<file path="config.mk">
export PLATFORM = sky130hd
export DESIGN_NAME = maxpool2x2_stream
export DESIGN_NICKNAME = d
export VERILOG_FILES = /design/src/rtl/maxpool2x2_stream.sv
export SDC_FILE = /design/constraint.sdc
export NUM_CORES = 1
export LEC_CHECK = 0
export BUFFER_PORTS_ARGS = -buffer_cell sky130_fd_sc_hd__buf_4
export CAP_MARGIN = 20
export CORE_MARGIN = 3
export CORE_UTILIZATION = 40
export CTS_CLUSTER_SIZE = 30
export DETAILED_ROUTE_END_ITERATION = 7
export MAX_ROUTING_LAYER = met4
export PLACE_DENSITY = 0.57
export SETUP_SLACK_MARGIN = 0.15
export SYNTH_ARGS = -nofsm -noshare
export SYNTH_HDL_FRONTEND = slang
export SYNTH_SLANG_ARGS = --single-unit
</file>
<file path="constraint.sdc">
create_clock -name clk_i -period 6 [get_ports clk_i]
set_input_delay 0.6 -clock clk_i [delete_from_list [all_inputs] [get_ports clk_i]]
set_output_delay 0.6 -clock clk_i [all_outputs]
set_load 0.03 [all_outputs]
</file>
<file path="src/rtl/maxpool2x2_stream.sv">
// Streaming 2x2 / stride-2 signed max-pool over a raster-ordered frame.
// Keeps half a row of horizontal maxima and emits one result per window.
module maxpool2x2_stream #(
    parameter int DATA_WIDTH = 32,
    parameter int IMG_WIDTH  = 26,
    parameter int IMG_HEIGHT = 26
) (
    input  logic                         clk_i,
    input  logic                         rst_i,
    input  logic                         start_i,
    input  logic signed [DATA_WIDTH-1:0] in_data_i,
    input  logic                         in_valid_i,
    output logic                         in_ready_o,
    output logic signed [DATA_WIDTH-1:0] out_data_o,
    output logic                         out_valid_o,
    input  logic                         out_ready_i,
    output logic                         done_o
);

    localparam int PW = IMG_WIDTH / 2;
    localparam int PH = IMG_HEIGHT / 2;
    localparam int CW = $clog2(IMG_WIDTH);
    localparam int RW = $clog2(IMG_HEIGHT);
    localparam int IW = (PW > 1) ? $clog2(PW) : 1;
    localparam int NW = $clog2(PH * PW + 1);

    logic [CW-1:0]                col_q, col_d;
    logic [RW-1:0]                row_q, row_d;
    logic [NW-1:0]                ocnt_q, ocnt_d;
    logic signed [DATA_WIDTH-1:0] hold_q, hold_d;
    logic signed [DATA_WIDTH-1:0] out_q, out_d;
    logic                         out_valid_q, out_valid_d;
    logic                         done_q, done_d;

    logic signed [DATA_WIDTH-1:0] rowbuf_q [PW];

    logic                         acc, drain;
    logic                         even_col, odd_col;
    logic                         wr_row, rd_row;
    logic                         buf_we, load;
    logic [IW-1:0]                idx;
    logic signed [DATA_WIDTH-1:0] hmax, rd, pmax;

    assign in_ready_o  = !start_i && !(out_valid_q && !out_ready_i);
    assign out_data_o  = out_q;
    assign out_valid_o = out_valid_q;
    assign done_o      = done_q;

    assign acc   = in_valid_i && in_ready_o;
    assign drain = out_valid_q && out_ready_i;
    assign idx   = IW'(col_q >> 1);

    // A trailing odd column or row never reaches the buffer or the output.
    assign even_col = !col_q[0] && (int'(col_q) < 2 * PW);
    assign odd_col  = col_q[0];
    assign wr_row   = !row_q[0] && (int'(row_q) < 2 * PH);
    assign rd_row   = row_q[0];

    assign hmax = (in_data_i > hold_q) ? in_data_i : hold_q;
    assign rd   = rowbuf_q[idx];
    assign pmax = (rd > hmax) ? rd : hmax;

    assign buf_we = acc && odd_col && wr_row;
    assign load   = acc && odd_col && rd_row;

    always_comb begin
        col_d       = col_q;
        row_d       = row_q;
        ocnt_d      = ocnt_q;
        hold_d      = hold_q;
        out_d       = out_q;
        out_valid_d = out_valid_q;
        done_d      = 1'b0;

        if (acc) begin
            if (col_q == CW'(IMG_WIDTH - 1)) begin
                col_d = '0;
                if (row_q == RW'(IMG_HEIGHT - 1)) begin
                    row_d = '0;
                end else begin
                    row_d = row_q + 1'b1;
                end
            end else begin
                col_d = col_q + 1'b1;
            end
            if (even_col) begin
                hold_d = in_data_i;
            end
        end

        if (drain) begin
            out_valid_d = 1'b0;
            if (ocnt_q == NW'(PH * PW - 1)) begin
                ocnt_d = '0;
                done_d = 1'b1;
            end else begin
                ocnt_d = ocnt_q + 1'b1;
            end
        end

        // A load in the drain cycle wins, so valid stays high.
        if (load) begin
            out_d       = pmax;
            out_valid_d = 1'b1;
        end

        if (start_i) begin
            col_d       = '0;
            row_d       = '0;
            ocnt_d      = '0;
            hold_d      = '0;
            out_valid_d = 1'b0;
            done_d      = 1'b0;
        end
    end

    always_ff @(posedge clk_i) begin
        if (rst_i) begin
            col_q       <= '0;
            row_q       <= '0;
            ocnt_q      <= '0;
            hold_q      <= '0;
            out_q       <= '0;
            out_valid_q <= 1'b0;
            done_q      <= 1'b0;
        end else begin
            col_q       <= col_d;
            row_q       <= row_d;
            ocnt_q      <= ocnt_d;
            hold_q      <= hold_d;
            out_q       <= out_d;
            out_valid_q <= out_valid_d;
            done_q      <= done_d;
        end
    end

    always_ff @(posedge clk_i) begin
        if (buf_we) begin
            rowbuf_q[idx] <= hmax;
        end
    end

endmodule

</file>
==> out/qor.txt <==
status: complete, no violations
final critical-path required period: 5.65 ns
Seq cells post-synth: 504
GPL Wtd Cong: 0.839
CP Data Arrival Time: 6.08 ns
DRT Pass-1 Iters: 5
Tcrit/Tclk final: 94.1%
Max Cap Viol: 0
peak supply drop: 208 µV
RSZ-0062 raised after global routing: no
slew at the pin closest to its max-slew limit: 0.990 ns
Post-Syn Nets: 1440
Setup crit start kind: register
CTS clk-pin slew, worst paths: 0.06 ns
CP max FO: 16
most frequent cell after synthesis: edfxtp_1
routed length on met3: 2910 µm
post-layout util: 47.9%
# hold bufs at CTS: 0
final setup fails: 0
highest metal used: met4
clock skew: 0.0177 ns
share of layout cells above drive strength 1: 27.1%
slowest stage delay, CP: 0.64 ns
Design Area, Final: 0.0253 mm²
synthesized cell area: 0.0214 mm²
WL per Instance: 23.8 µm
CP max stage cell: or4b_1
Critical Path RT: 6.43 ns
FMAX: 177 MHz
clk buf depth: 3
Warnings, synthesis: 0
Post-DP HPWL: 32200 µm
cell count after synthesis: 1333
wire length on met2: 23600 µm
Die Ht: 237 µm
Hold WC Path Type: in2reg
drt drc: 0
initial core utilization: 40.6%
number of global-route vias before repair: 12400
port buffer count: 71
setup tns final: 0 ns
Synth area leader: edfxtp_1
I/O Pins: 72
CTS sink count: 504
initial antenna violation count: 1
synth unique cells: 57
DP Worst Slack: -0.564 ns
Site Rows: 84
CP Cell Sequence: inv_1 -> ha_1 -> nand4_1 -> nor2_1 -> a21oi_1 -> a31oi_1 -> o22ai_4 -> buf_12 -> mux2_2 -> inv_1 -> ha_1 -> nor2b_4 -> o211ai_2 -> a21boi_1 -> or4b_1 -> a2111oi_2 -> mux2i_4 -> buf_4 -> mux2i_1 -> a211oi_1
clk root buf: clkbuf_16
Via Count: 12200
EDFF count, synth: 416
final antenna-violating net count: 0
post-synth top area share: 58.3%
GRT overflow: 0
DRT iter0 DRCs: 959
CTS tree: built
final hold vios: 0
total track usage: 19.3%
Seq/Total Area, Yosys: 66.5%
Pleak: 0.00836 µW
TritonCTS Buffers: 54
first-pass GRT wire length: 78800 µm
DRT met1 WL: 25000 µm
Avg Vias per Cell: 5.52
Worst-Skew Late Latency: 0.60 ns
Nets: 1574
leading cell types by count after synthesis: edfxtp_1, mux4_2, nand2_1
die footprint: 0.0564 mm²
Critical Path Sink Type: register
core area: 0.0528 mm²
CTS H-tree lvls: 2
largest net degree at the start of global routing: 65
final max-slew violation count: 0
Die Span X: 237 µm
setup ws final: 0.351 ns
Syn Area/Cell: 16.1 µm²
crit path kind: reg2reg
WL final: 52400 µm
area grow syn2layout: 17.9%
Power, Total: 7840 µW
relative slew slack: 34.0%
Post-DP Area: 0.0233 mm²
ys flop type: edfxtp_1
power per cell area: 310 mW/mm²
main area contributors after synthesis: edfxtp_1, mux4_2, dfxtp_1
async set or reset register ratio after synthesis: 0%
[sequential cells by signal, indices dropped and copies added (netlist names), named ones only]
name / cells
col_q: 5
done_o: 1
hold_q: 32
ocnt_q: 8
out_data_o: 32
out_valid_o: 1
row_q: 5
rowbuf_q: 416
[final cells by class]
type                            instances  area [µm²]
Antenna cell                            1        2.50
Clock buffer                           68        1490
Clock inverter                         33         430
Fill cell                            4527       27500
Inverter                               70         263
Multi-Input combinational cell        689        6740
Sequential cell                       504       14300
Tap cell                              688         861
Timing Repair Buffer                  148        1200
[worst paths after layout]
path                                    from            end  slack (ns)  depth (start not counted)
worst min register to register    hold_q[21]     hold_q[21]        0.47                          2
worst max-delay path               hold_q[9]  out_data_o[6]        0.35                         20
worst min-delay path            in_data_i[0]      hold_q[0]        0.27                          3
worst max register to register     hold_q[9]  out_data_o[6]        0.35                         20
[cell families (layout without fill, tap and decap cells)]
family                     after synthesis  in the layout  share of synthesized area, %
DFF                                    504            504                          66.5
and+or+nand+nor                        247            247                          5.46
muxes                                  192            192                          15.8
AOI/OAI and AO/OA                      170            170                          5.09
buffers and inverters                  140            319                          2.66
adders and majority gates               70             70                          4.09
xor gates and xnor gates                10             10                         0.409
other                                    0              1                             0
[metrics by stage]
step           hold WS (ns)  instances
6_report              0.265       2201
2_1_floorplan         0.446       1333
4_1_cts               0.231       2199
5_1_grt               0.256       2201
3_3_place_gp          0.456       2096
3_5_place_dp          0.458       2096
[cells in the final DEF (no fill, tap or decap), drive strengths merged, types with 4 or more instances in the layout]
cell type / count
edfxtp: 416
a21o: 4
nand4: 18
xor2: 8
nand2: 89
nand2b: 4
dfxtp: 88
inv: 70
mux4: 113
a211oi: 49
a21oi: 84
clkinv: 17
clkbuf: 68
bufinv: 10
buf: 148
mux2: 30
nor2: 72
and4: 4
nand3: 13
nor2b: 20
mux2i: 49
o21ai: 10
a31oi: 6
clkinvlp: 6
nor3: 9
ha: 70
[what timing repair did]
action                                  in CTS  in global routing
buffers inserted                             2                  1
endpoints found under the setup margin      32                 29
pin swaps                                    1                  1
resized for setup                            1                  1
[layer usage]
layer  vias to the layer above  GRT usage [%]
li1                       5467              -
met3                        66           2.82
met4                         0           4.30
met5                         -              -
met2                       330           28.5
met1                      6295           28.6
[worst max-delay path, delay by kind of cell, from the launching register on]
family / cells / cell delay [ns]
compound gates: 7 / 1.85
buf+inv: 4 / 0.64
fa+ha+maj: 2 / 0.52
mux: 3 / 0.96
flops: 1 / 0.37
simple gates: 4 / 1.10
[report_power, final]
group	total (µW)	internal (µW)	switching, µW	leakage (µW)
clock	3560	2180	1370	0.000922
sequential	3840	3830	5.21	0.00450
combinational	446	176	270	0.00294
total	7840	6190	1650	0.00836
(Power assumes the default switching activity.)
